===== src/rtl/qam_symbol_scheduler_pkg.sv =====
// Shared types and constants for the QAM transmit symbol scheduler.
package qam_pkg;

   // Symbol width: {sine sign, cosine sign}
   localparam int unsigned SYM_W   = 2;
   // Bit order: the first serial bit is the sine sign, the second the cosine sign
   localparam int unsigned SIN_BIT = 1;
   localparam int unsigned COS_BIT = 0;

   // Default build parameters and their derived values
   localparam int unsigned DEF_FREQ_PRESCALE       = 2;
   localparam int unsigned DEF_SAMPLES_PER_CARRIER = 32;
   localparam int unsigned DEF_CARRIERS_PER_SYMBOL = 4;
   localparam int unsigned DEF_FIFO_DEPTH          = 4;
   localparam int unsigned DEF_SAMPLES_PER_SYMBOL  =
      DEF_SAMPLES_PER_CARRIER * DEF_CARRIERS_PER_SYMBOL;

   typedef enum logic [1:0] {
      ST_IDLE,
      ST_WAIT_DATA,
      ST_RUN
   } state_t;

   // Width of a counter running 0..n-1 (at least one bit)
   function automatic int unsigned cnt_w(input int unsigned n);
      return (n <= 1) ? 1 : $clog2(n);
   endfunction

endpackage


===== src/rtl/qam_symbol_scheduler_if.sv =====
// Control, serial-bit handshake and mixer-side bundle of the symbol scheduler.
interface qam_symbol_scheduler_if;
   import qam_pkg::*;

   logic             start;
   logic             stop;
   logic             bit_in;
   logic             bit_valid;
   logic             bit_ready;
   logic             sample_en;
   logic             phase_rst;
   logic [SYM_W-1:0] sym_out;
   logic             sym_valid;
   logic             busy;
   logic             underflow;
   logic [15:0]      sym_count;

   // Driver side (bit source / controller)
   modport master (
      output start, stop, bit_in, bit_valid,
      input  bit_ready, sample_en, phase_rst, sym_out, sym_valid, busy,
             underflow, sym_count
   );

   // Scheduler side
   modport slave (
      input  start, stop, bit_in, bit_valid,
      output bit_ready, sample_en, phase_rst, sym_out, sym_valid, busy,
             underflow, sym_count
   );
endinterface


===== src/rtl/qam_symbol_scheduler_fifo.sv =====
// qam_sym_fifo: synchronous buffer of SYM_W-bit symbols.
// Push on full and pop on empty are silently dropped.
module qam_sym_fifo
   import qam_pkg::*;
#(
   parameter int unsigned DEPTH = DEF_FIFO_DEPTH
) (
   input  logic                   clk_i,
   input  logic                   rst_i,
   input  logic                   push_i,
   input  logic [SYM_W-1:0]       wdata_i,
   input  logic                   pop_i,
   output logic [SYM_W-1:0]       rdata_o,
   output logic                   full_o,
   output logic                   empty_o,
   output logic [$clog2(DEPTH):0] count_o
);
   localparam int unsigned AW = $clog2(DEPTH);
   localparam int unsigned CW = AW + 1;

   logic [SYM_W-1:0] mem_q [DEPTH];
   logic [AW-1:0]    wr_ptr_q;
   logic [AW-1:0]    rd_ptr_q;
   logic [CW-1:0]    count_q;
   logic             do_push;
   logic             do_pop;

   assign full_o  = (count_q == CW'(DEPTH));
   assign empty_o = (count_q == '0);
   assign count_o = count_q;
   assign rdata_o = mem_q[rd_ptr_q];
   assign do_push = push_i && !full_o;
   assign do_pop  = pop_i && !empty_o;

   // Symbol storage; contents need no reset since pointers define validity
   always_ff @(posedge clk_i) begin
      if (do_push) mem_q[wr_ptr_q] <= wdata_i;
   end

   // Pointer and occupancy tracking
   always_ff @(posedge clk_i) begin
      if (rst_i) begin
         wr_ptr_q <= '0;
         rd_ptr_q <= '0;
         count_q  <= '0;
      end else begin
         if (do_push) wr_ptr_q <= wr_ptr_q + AW'(1);
         if (do_pop)  rd_ptr_q <= rd_ptr_q + AW'(1);
         case ({do_push, do_pop})
            2'b10:   count_q <= count_q + CW'(1);
            2'b01:   count_q <= count_q - CW'(1);
            default: ;
         endcase
      end
   end

endmodule


===== src/rtl/qam_symbol_scheduler.sv =====
// QAM transmit scheduler: packs serial bits into symbols, buffers them and
// paces the sine/cosine LUT so each symbol lasts whole carrier periods.
module qam_symbol_scheduler
   import qam_pkg::*;
#(
   parameter int unsigned FREQ_PRESCALE       = DEF_FREQ_PRESCALE,
   parameter int unsigned SAMPLES_PER_CARRIER = DEF_SAMPLES_PER_CARRIER,
   parameter int unsigned CARRIERS_PER_SYMBOL = DEF_CARRIERS_PER_SYMBOL,
   parameter int unsigned FIFO_DEPTH          = DEF_FIFO_DEPTH
) (
   input  logic                 clk,
   input  logic                 rst,
   qam_symbol_scheduler_if.slave bus
);
   localparam int unsigned SAMPLES_PER_SYMBOL = SAMPLES_PER_CARRIER * CARRIERS_PER_SYMBOL;
   localparam int unsigned PW = cnt_w(FREQ_PRESCALE);
   localparam int unsigned SW = cnt_w(SAMPLES_PER_SYMBOL);
   localparam int unsigned CW = $clog2(FIFO_DEPTH) + 1;
   localparam logic [PW-1:0] PRESC_LAST  = PW'(FREQ_PRESCALE - 1);
   localparam logic [SW-1:0] SAMPLE_LAST = SW'(SAMPLES_PER_SYMBOL - 1);

   state_t           state_q;
   logic [PW-1:0]    presc_q;
   logic [PW-1:0]    presc_d;
   logic [SW-1:0]    sample_cnt_q;
   logic             stop_pend_q;
   logic             half_q;
   logic             pack_msb_q;
   logic             sample_en_q;
   logic             phase_rst_q;
   logic [SYM_W-1:0] sym_q;
   logic             sym_valid_q;
   logic             busy_q;
   logic             underflow_q;
   logic [15:0]      sym_count_q;

   logic             bit_xfer;
   logic             push;
   logic [SYM_W-1:0] push_sym;
   logic             pop;
   logic             boundary;
   logic             stop_now;
   logic [SYM_W-1:0] fifo_rdata;
   logic             fifo_full;
   logic             fifo_empty;
   logic [CW-1:0]    fifo_count;

   qam_sym_fifo #(.DEPTH(FIFO_DEPTH)) u_fifo (
      .clk_i   (clk),
      .rst_i   (rst),
      .push_i  (push),
      .wdata_i (push_sym),
      .pop_i   (pop),
      .rdata_o (fifo_rdata),
      .full_o  (fifo_full),
      .empty_o (fifo_empty),
      .count_o (fifo_count)
   );

   // Handshake, packing and pop decisions, all decoded from registered state
   always_comb begin
      bus.bit_ready     = !half_q || !fifo_full;
      bit_xfer          = bus.bit_valid && bus.bit_ready;
      push              = bit_xfer && half_q;
      push_sym          = '0;
      push_sym[SIN_BIT] = pack_msb_q;
      push_sym[COS_BIT] = bus.bit_in;
      boundary          = (state_q == ST_RUN) && sample_en_q && (sample_cnt_q == SAMPLE_LAST);
      stop_now          = stop_pend_q || bus.stop;
      pop               = !fifo_empty &&
                          (((state_q == ST_WAIT_DATA) && !bus.stop) || (boundary && !stop_now));
      presc_d           = (presc_q == PRESC_LAST) ? '0 : presc_q + PW'(1);
   end

   // sample_en is registered one cycle ahead: it is high exactly while the
   // prescaler sits at its last count, so it doubles as the internal strobe.
   // Sequencer FSM with packer and registered outputs
   always_ff @(posedge clk) begin
      if (rst) begin
         state_q      <= ST_IDLE;
         presc_q      <= '0;
         sample_cnt_q <= '0;
         stop_pend_q  <= 1'b0;
         half_q       <= 1'b0;
         pack_msb_q   <= 1'b0;
         sample_en_q  <= 1'b0;
         phase_rst_q  <= 1'b0;
         sym_q        <= '0;
         sym_valid_q  <= 1'b0;
         busy_q       <= 1'b0;
         underflow_q  <= 1'b0;
         sym_count_q  <= '0;
      end else begin
         phase_rst_q <= 1'b0;
         underflow_q <= 1'b0;
         sample_en_q <= 1'b0;

         if (bit_xfer) begin
            if (!half_q) begin
               pack_msb_q <= bus.bit_in;
               half_q     <= 1'b1;
            end else begin
               half_q     <= 1'b0;
            end
         end

         if (pop) begin
            sym_q       <= fifo_rdata;
            sym_count_q <= sym_count_q + 16'd1;
         end

         case (state_q)
            ST_IDLE: begin
               if (bus.start && !bus.stop) begin
                  state_q <= ST_WAIT_DATA;
                  busy_q  <= 1'b1;
               end
            end
            ST_WAIT_DATA: begin
               if (bus.stop) begin
                  state_q <= ST_IDLE;
                  busy_q  <= 1'b0;
               end else if (!fifo_empty) begin
                  state_q      <= ST_RUN;
                  sym_valid_q  <= 1'b1;
                  phase_rst_q  <= 1'b1;
                  presc_q      <= '0;
                  sample_cnt_q <= '0;
                  sample_en_q  <= (PRESC_LAST == '0);
               end
            end
            ST_RUN: begin
               if (bus.stop) stop_pend_q <= 1'b1;
               presc_q <= presc_d;
               if (sample_en_q) sample_cnt_q <= boundary ? '0 : sample_cnt_q + SW'(1);
               if (boundary) begin
                  if (stop_now) begin
                     state_q     <= ST_IDLE;
                     busy_q      <= 1'b0;
                     sym_valid_q <= 1'b0;
                     stop_pend_q <= 1'b0;
                  end else if (!fifo_empty) begin
                     sample_en_q <= (presc_d == PRESC_LAST);
                  end else begin
                     state_q     <= ST_WAIT_DATA;
                     sym_valid_q <= 1'b0;
                     underflow_q <= 1'b1;
                  end
               end else begin
                  sample_en_q <= (presc_d == PRESC_LAST);
               end
            end
            default: state_q <= ST_IDLE;
         endcase
      end
   end

   // Occupancy sanity: the buffer never reports more symbols than slots
   always_ff @(posedge clk) begin
      if (!rst) assert (fifo_count <= CW'(FIFO_DEPTH));
   end

   assign bus.sample_en = sample_en_q;
   assign bus.phase_rst = phase_rst_q;
   assign bus.sym_out   = sym_q;
   assign bus.sym_valid = sym_valid_q;
   assign bus.busy      = busy_q;
   assign bus.underflow = underflow_q;
   assign bus.sym_count = sym_count_q;

endmodule


===== src/flat_wrapper.sv =====
// flat-port wrapper written by rule: the top's interface ports become plain ports
module qam_symbol_scheduler_flat import qam_pkg::*;
#(
   parameter int unsigned FREQ_PRESCALE       = DEF_FREQ_PRESCALE,
   parameter int unsigned SAMPLES_PER_CARRIER = DEF_SAMPLES_PER_CARRIER,
   parameter int unsigned CARRIERS_PER_SYMBOL = DEF_CARRIERS_PER_SYMBOL,
   parameter int unsigned FIFO_DEPTH          = DEF_FIFO_DEPTH
)
  (clk, rst, bus_start, bus_stop, bus_bit_in, bus_bit_valid, bus_bit_ready, bus_sample_en, bus_phase_rst, bus_sym_out, bus_sym_valid, bus_busy, bus_underflow, bus_sym_count);
  qam_symbol_scheduler_if bus_i ();
  input  logic clk;
  input  logic rst;
  input wire logic [$bits(bus_i.start)-1:0] bus_start;
  input wire logic [$bits(bus_i.stop)-1:0] bus_stop;
  input wire logic [$bits(bus_i.bit_in)-1:0] bus_bit_in;
  input wire logic [$bits(bus_i.bit_valid)-1:0] bus_bit_valid;
  output wire logic [$bits(bus_i.bit_ready)-1:0] bus_bit_ready;
  output wire logic [$bits(bus_i.sample_en)-1:0] bus_sample_en;
  output wire logic [$bits(bus_i.phase_rst)-1:0] bus_phase_rst;
  output wire logic [$bits(bus_i.sym_out)-1:0] bus_sym_out;
  output wire logic [$bits(bus_i.sym_valid)-1:0] bus_sym_valid;
  output wire logic [$bits(bus_i.busy)-1:0] bus_busy;
  output wire logic [$bits(bus_i.underflow)-1:0] bus_underflow;
  output wire logic [$bits(bus_i.sym_count)-1:0] bus_sym_count;
  assign bus_i.start = bus_start;
  assign bus_i.stop = bus_stop;
  assign bus_i.bit_in = bus_bit_in;
  assign bus_i.bit_valid = bus_bit_valid;
  assign bus_bit_ready = bus_i.bit_ready;
  assign bus_sample_en = bus_i.sample_en;
  assign bus_phase_rst = bus_i.phase_rst;
  assign bus_sym_out = bus_i.sym_out;
  assign bus_sym_valid = bus_i.sym_valid;
  assign bus_busy = bus_i.busy;
  assign bus_underflow = bus_i.underflow;
  assign bus_sym_count = bus_i.sym_count;
  qam_symbol_scheduler #(.FREQ_PRESCALE(FREQ_PRESCALE), .SAMPLES_PER_CARRIER(SAMPLES_PER_CARRIER), .CARRIERS_PER_SYMBOL(CARRIERS_PER_SYMBOL), .FIFO_DEPTH(FIFO_DEPTH)) u_core (.clk(clk), .rst(rst), .bus(bus_i));
endmodule

===== config.mk =====
export PLATFORM = sky130hd
export DESIGN_NAME = qam_symbol_scheduler_flat
export DESIGN_NICKNAME = d
export VERILOG_FILES = /design/src/rtl/qam_symbol_scheduler_pkg.sv /design/src/rtl/qam_symbol_scheduler_if.sv /design/src/rtl/qam_symbol_scheduler_fifo.sv /design/src/rtl/qam_symbol_scheduler.sv /design/src/flat_wrapper.sv
export SDC_FILE = /design/constraint.sdc
export NUM_CORES = 1
export LEC_CHECK = 0
export CORE_MARGIN = 2
export CORE_UTILIZATION = 52
export CTS_CLUSTER_SIZE = 30
export DETAILED_ROUTE_END_ITERATION = 10
export PLACE_DENSITY = 0.78
export SETUP_SLACK_MARGIN = 0.4
export SLEW_MARGIN = 20
export SYNTH_ARGS = -nofsm -noshare
export SYNTH_HDL_FRONTEND = slang
export SYNTH_HIERARCHICAL = 1
export SYNTH_SLANG_ARGS = --single-unit

===== constraint.sdc =====
create_clock -name clk -period 7.8 [get_ports clk]
set_clock_uncertainty 0.1 [all_clocks]
set_input_delay 0.78 -clock clk [delete_from_list [all_inputs] [get_ports clk]]
set_output_delay 0.78 -clock clk [all_outputs]
set_load 0.1 [all_outputs]

==> After elaboration in Yosys (flattened, before gate mapping) <==
Memory sizes are Yosys's and may differ from the RTL's. A register that Yosys moved wholly into a read port is not among the register bits.
Cells that the tools add are included.
W data, S select, Z words.
{ "word_totals": {"ff_bits": 41, "ram_bits": 8, "in_bits": 6, "word_cells": 113, "memories": 1} }
{ "memory_table": {"columns": ["memory", "words", "word_bits", "rd", "rd_ports_with_merged_regs", "write_ports", "line_no", "source"], "rows": [
  ["u_core.u_fifo.mem_q", 4, 2, 1, 1, 1, "qam_symbol_scheduler_fifo.sv:21", "logic [SYM_W-1:0] mem_q [DEPTH];"]
]} }
{ "classes": {"addsub": 7, "eq_ne": 15, "n_mux": 39, "bitwise_logic": 4, "n_reduce_logical": 32} }
{ "ops": {"columns": ["cell", "count"], "rows": [
  ["$mux W7", 4],
  ["$mux W1", 23],
  ["$add A16 B1 Y16 const B", 1],
  ["$pmux W7 S2", 1],
  ["$mux W2", 6],
  ["$logic_and A1 B1 Y1", 10],
  ["$reduce_and A5 Y1", 2],
  ["$ne A2 B1 Y1 const B", 4],
  ["$reduce_and A4 Y1", 2],
  ["$add A7 B1 Y7 const B", 1],
  ["$eq A7 B7 Y1 const B", 1],
  ["$ne A2 B2 Y1 const B", 3],
  ["$pmux W2 S3", 1],
  ["$pmux W3 S2", 1],
  ["$logic_not A1 Y1", 5],
  ["$add A2 B1 Y2 const B", 2],
  ["$eq A2 B1 Y1 const B", 2],
  ["$eq A2 B2 Y1 const B", 2],
  ["$not A1 Y1", 4],
  ["$pmux W1 S2", 2],
  ["$reduce_bool A2 Y1", 2],
  ["$reduce_or A4 Y1", 1],
  ["$add A3 B1 Y3 const B", 1],
  ["$eq A3 B3 Y1 const B", 1],
  ["13 further kinds", 15]
]} }

==> Logic depth before layout (Yosys ltp) <==
{ "logic_depth": {"word_depth": 9, "ltp_mapped": 14, "ltp_nobuf": 13} }

==> Cells and area by module <==
Netlist, hierarchy kept.
{ "by_module_without_submodules": {"columns": ["module", "n_inst", "cells_per_inst", "area_each_um2"], "rows": [
  ["qam_symbol_scheduler", 1, 221, 1843.0],
  ["qam_sym_fifo", 1, 64, 770.7]
]} }

==> Worst setup path before layout <==
OpenSTA, ideal clock, no wires.
{ "synth_path": {"path_kind": "flip-flop to flip-flop", "start": "reg u_core.sample_en_q, in the netlist u_core/bus.sample_en", "end": "reg u_core.u_fifo.count_q[2], in the netlist u_core/u_fifo/count_o[2]", "t_arrival_ps": 3403, "required_time_ps": 7630, "path_slack_ps": 4227, "path_stages_with_launch": 13, "path_buffers": 1, "cell_sequence": "dfxtp_1 nand4_1 o31a_1 clkbuf_1 nor2_1 o31ai_2 inv_1 ha_1 inv_1 fa_1 xor2_1 or3_1 a21oi_1"} }
{ "synth_between": {"elab_chain_cells": 8} }
{ "synth_rtl": {"columns": ["element", "line_no", "source"], "rows": [
  ["start: declaration", "qam_symbol_scheduler.sv:29", "logic sample_en_q;"],
  ["start signal: assignment", "qam_symbol_scheduler.sv:129", "sample_en_q <= (PRESC_LAST == '0);"],
  ["start signal: assignment", "qam_symbol_scheduler.sv:143", "sample_en_q <= (presc_d == PRESC_LAST);"],
  ["start signal: assignment", "qam_symbol_scheduler.sv:150", "sample_en_q <= (presc_d == PRESC_LAST);"],
  ["$logic_and A1 B1 Y1 (*) (2 in series)", "qam_symbol_scheduler.sv:68", "boundary = (state_q == ST_RUN) && sample_en_q && (sample_cnt_q == SAMPLE_LAST);"],
  ["$logic_and A1 B1 Y1 (*)", "qam_symbol_scheduler.sv:71", "(((state_q == ST_WAIT_DATA) && !bus.stop) || (boundary && !stop_now));"],
  ["$logic_or A1 B1 Y1 (*)", "qam_symbol_scheduler.sv:71", null],
  ["$logic_and A1 B1 Y1 (*)", "qam_symbol_scheduler.sv:70", "pop = !fifo_empty &&"],
  ["net u_core.pop", "qam_symbol_scheduler.sv:40", "logic pop;"],
  ["$logic_and A1 B1 Y1 (*)", "qam_symbol_scheduler_fifo.sv:33", "assign do_pop = pop_i && !empty_o;"],
  ["net u_core.u_fifo.do_pop", "qam_symbol_scheduler_fifo.sv:26", "logic do_pop;"],
  ["$eq A2 B1 Y1 or $eq A2 B2 Y1 (tied branches)", "qam_symbol_scheduler_fifo.sv:49", "case ({do_push, do_pop})"],
  ["$pmux W3 S2 or $reduce_bool A2 Y1 (tied branches)", null, null],
  ["end signal: assignment", "qam_symbol_scheduler_fifo.sv:50", "2'b10: count_q <= count_q + CW'(1);"],
  ["end signal: assignment", "qam_symbol_scheduler_fifo.sv:51", "2'b01: count_q <= count_q - CW'(1);"],
  ["end: declaration", "qam_symbol_scheduler_fifo.sv:24", "logic [CW-1:0] count_q;"]
]} }
Mark *: on every way through the listed nets, which the timed path passes. The rest lies on a longest branch.
A chain may end at the register's enable or synchronous reset.

==> Final worst setup path <==
{ "layout_path": {"start": "in bus_stop", "end": "reg u_core.u_fifo.count_q[2], in the netlist u_core/u_fifo/count_o[2]"} }
{ "layout_between": {"elab_chain_cells": 8} }
{ "layout_rtl": {"columns": ["element", "line_no", "source"], "rows": [
  ["start: declaration", "flat_wrapper.sv:14", "input wire logic [$bits(bus_i.stop)-1:0] bus_stop;"],
  ["$logic_or A1 B1 Y1", "qam_symbol_scheduler.sv:69", "stop_now = stop_pend_q || bus.stop;"],
  ["$logic_not A1 Y1", "qam_symbol_scheduler.sv:71", null],
  ["$logic_and A1 B1 Y1", "qam_symbol_scheduler.sv:71", null],
  ["$logic_or A1 B1 Y1 (*)", "qam_symbol_scheduler.sv:71", null],
  ["$logic_and A1 B1 Y1 (*)", "qam_symbol_scheduler.sv:70", null],
  ["net u_core.pop", "qam_symbol_scheduler.sv:40", null],
  ["$logic_and A1 B1 Y1 (*)", "qam_symbol_scheduler_fifo.sv:33", null],
  ["net u_core.u_fifo.do_pop", "qam_symbol_scheduler_fifo.sv:26", null],
  ["$eq A2 B1 Y1 or $eq A2 B2 Y1 (tied branches)", "qam_symbol_scheduler_fifo.sv:49", null],
  ["$pmux W3 S2 or $reduce_bool A2 Y1 (tied branches)", null, null]
]} }
Marks and branches as above.

==> flow_summary.ini <==
[final_layout]
syn_to_final_growth_pct = 15.8
final_nets = 326
stdcell_count = 376
finalCoreUtilization_pct = 63.3
drive_above_1_share_pct = 6.47
design_area_sq_mm = 0.00303
antenna_cells = 0

[clocking]
cts_resized = 0
clock_path_buffers = 2
clk_latency_ns = 0.31
cts.sinks = 53
cts_setup_buffers = 0
cts_tree = yes
numCtsBuffers = 5
clk_pin_slew_ns = 0.09
postCtsHoldBufs = 0
htreeDepth = 2
clockRootBuffer = clkbuf_8

[run]
cap_violations = 0

[place]
dpl.hpwl_mm = 3.64
dp_cells = 368
place.gp.congestion = 0.879
io_buffer_count = 29
dpl_cell_area_sq_mm = 0.00294

[hold_path]
min_to = u_core/bus.sym_out[1]$_SDFFE_PP0P_
holdPathStages = 2
min_path_type = flip-flop to flip-flop
min_from = u_core/bus.sym_out[1]$_SDFFE_PP0P_

[sta]
tns_ns = 0
whs_ns = 0.369
setup-violations-final = 0
fmax_ghz = 0.237
maxSlewHeadroom_pct = 34.5
rsz0062_at_grt = false
period_needed_ns = 4.22
period_share_pct = 54.1
maxSlewViolCount = 0
hold_viol = 0
worst_slew_pin_slew_ns = 0.979

[pwr]
seq_power_share_pct = 54.6
p_clk_share_pct = 28.4
total_leakage_power_nw = 0.995
power.density_mw_per_mm2 = 177
p_comb_share_pct = 16.9
ir_worst_vdd_uv = 119
internal_power_w = 0.000377
swShare_pct = 29.6
netSwitchingPower_w = 0.000159

[synthesis]
synth_area_sq_mm = 0.00261
async_flop_share_pct = 0
netlist_top_cells_count = dfxtp_1 (45), a21oi_1 (26), nand2_1 (22)
yosys_most_used_dff = dfxtp_1
synth-seq-cells = 53
synth_area_leader_cell = dfxtp_1
synth_cell_types = 50
synth-seq-area-share_pct = 43.7
synth.most_common_cell = dfxtp_1
syn_area_per_cell_sq_um = 9.17
syn_nets = 303
synth_edf_count = 8
synth_cells = 285
synth.area.top_cells = dfxtp_1 (34%), edfxtp_1 (9.2%), ha_1 (5.3%)
ys_warn_count = 6
synth_top_area_share_pct = 34.5

[routing]
drt_first_pass_iters = 4
wl_per_cell_microns = 13.8
ant_nets = 0
drc = 0
drt_iter0_markers = 230
via_per_inst = 5.74
dr_total_vias = 2157
finalWirelength_mm = 5.18

[setup_path]
worstSetupEndpointType = flip-flop
worstSetupPathType = input port to flip-flop
critPathMaxFanout = 29
cp_cell_sequence = clkdlybuf4s50_1, or3b_4, o31a_1, nor2_1, o31ai_2, inv_1, ha_1, inv_1, fa_1, xor2_1, or3_1, a21oi_1
arrival_ns = 4.36
r2r_end = u_core/u_fifo/count_o[2]$_SDFFE_PP0P_
reg2reg_from = u_core/state_q[0]$_SDFFE_PP0P_
crit_family = simple AND/OR/NAND/NOR gates
crit_slowest_cell = o31a_1
reg2reg_slack_ns = 3.83
r2r_cells = 13
cpMostUsedCell = inv_1
critPathRequiredTime_ns = 7.94
critPathBufInv = 3
worst_setup_path_start_kind = input port
critPathMaxStageDelay_ns = 0.57

[grt]
grt_pass1_wl_mm = 8.63
grt_pass1_vias = 1989
grt_start_max_net_pins = 40
grt_overflow_total = 0
antenna_found_initial = 0
grt_usage_pct = 19.7

[die]
die_h_microns = 74.9
coreArea_sq_mm = 0.00479
start_util_pct = 54.6
die_area_sq_mm = 0.00561
rows = 25
io_pins = 30
die_w_microns = 74.9

[status]
outcome = finished, final reports clean
placed cells by master (no fill, tap or decap), drive strengths merged, types with 2 or more instances in the layout:
| master | synthesis | layout |
|---|---|---|
| dfxtp | 45 | 45 |
| clkdlybuf4s50 | 0 | 29 |
| a21oi | 26 | 26 |
| nand2 | 22 | 22 |
| nor2 | 19 | 19 |
| inv | 16 | 16 |
| nand3 | 11 | 11 |
| o21ai | 11 | 11 |
| ha | 11 | 11 |
| o31ai | 11 | 11 |
| or3 | 10 | 10 |
| or4 | 10 | 10 |
| edfxtp | 8 | 8 |
| mux2i | 6 | 6 |
| xor2 | 6 | 6 |
| clkbuf | 12 | 5 |
| nand4 | 5 | 5 |
| nand2b | 5 | 5 |
| and2 | 5 | 5 |
| clkinv | 1 | 4 |
| nor2b | 3 | 3 |
| o41ai | 3 | 3 |
| o2111ai | 3 | 3 |
| nor3 | 3 | 3 |
| and3b | 2 | 2 |
| o21a | 2 | 2 |
| mux2 | 2 | 2 |
| nor4 | 2 | 2 |
| and3 | 2 | 2 |
| or2 | 2 | 2 |
| a31oi | 2 | 2 |
| mux4 | 2 | 2 |
| or3b | 2 | 2 |
power groups by stage:
stage | logic (W) | registers (W) | clock network [W]
3_3_place_gp | 0.0000881 | 0.000299 | 0
4_1_cts | 0.0000903 | 0.000293 | 0.000157
5_1_grt | 0.0000988 | 0.000294 | 0.000164
3_5_place_dp | 0.0000897 | 0.000299 | 0
6_report | 0.0000908 | 0.000293 | 0.000152
2_1_floorplan | 0.0000527 | 0.000315 | 0
state kept, by name, summed over array words and instances, names as in the netlist, named ones only:
register / count
u_core/half_q: 1
u_core/stop_pend_q: 1
u_core/u_fifo/rd_ptr_q: 2
u_core/u_fifo/mem_q: 8
u_core/pack_msb_q: 1
u_core/bus.sym_valid: 1
u_core/sample_cnt_q: 7
u_core/presc_q: 1
u_core/bus.underflow: 1
u_core/bus.sample_en: 1
u_core/bus.sym_out: 2
u_core/u_fifo/count_o: 3
u_core/bus.phase_rst: 1
u_core/u_fifo/wr_ptr_q: 2
u_core/state_q: 2
u_core/bus.busy: 1
u_core/bus.sym_count: 16
worst min-delay path, cell delays in order (launching register included):
cell,delay (ns)
dfxtp_1,0.32
nand2_1,0.05
mux2i_1,0.05
worst max path at each step:
| stage | start | to | slack [ns] | cells after the start |
|---|---|---|---|---|
| after floorplan | u_core/bus.sample_en$_SDFF_PP0_ | u_core/u_fifo/count_o[2]$_SDFFE_PP0P_ | 4.23 | 12 |
| after global placement | bus_stop | u_core/u_fifo/count_o[2]$_SDFFE_PP0P_ | 3.36 | 12 |
| after detailed placement | bus_stop | u_core/u_fifo/count_o[2]$_SDFFE_PP0P_ | 3.24 | 12 |
| after CTS | bus_stop | u_core/u_fifo/count_o[2]$_SDFFE_PP0P_ | 3.56 | 12 |
| after global routing | bus_stop | u_core/u_fifo/count_o[2]$_SDFFE_PP0P_ | 3.32 | 12 |
| final | bus_stop | u_core/u_fifo/count_o[2]$_SDFFE_PP0P_ | 3.58 | 12 |
through the flow:
step	power (W)	setup slack, ns
floorplan	0.000367	4.23
global placement	0.000387	3.36
detailed placement	0.000389	3.24
CTS	0.000540	3.56
global route	0.000557	3.32
finish	0.000536	3.58
per-layer routing:
metal | track usage, % | vias to the layer above | share of wire (%)
met2 | 32.8 | 54 | 48
li1 | - | 1079 | -
met5 | 0 | - | 0
met3 | 2.81 | 7 | 3.8
met1 | 25.7 | 1017 | 47
met4 | 7.94 | 0 | 1.5
area by class of cell:
class,count,area (sq um)
Fill cell,408,1760
Multi-Input combinational cell,201,1360
Sequential cell,53,1140
Timing Repair Buffer,30,298
Tap cell,67,83.8
Clock buffer,5,68.8
Inverter,17,63.8
Clock inverter,3,17.5
logic make-up after synthesis:
group	after synthesis	share of synthesized area [%]
mux	10	4.88
compound gates	65	15.8
buf+inv	31	4.50
flops	53	43.7
fa+ha+maj	12	6.03
simple gates	108	23.1
xor+xnor	6	2.01
(Power assumes the default switching activity.)
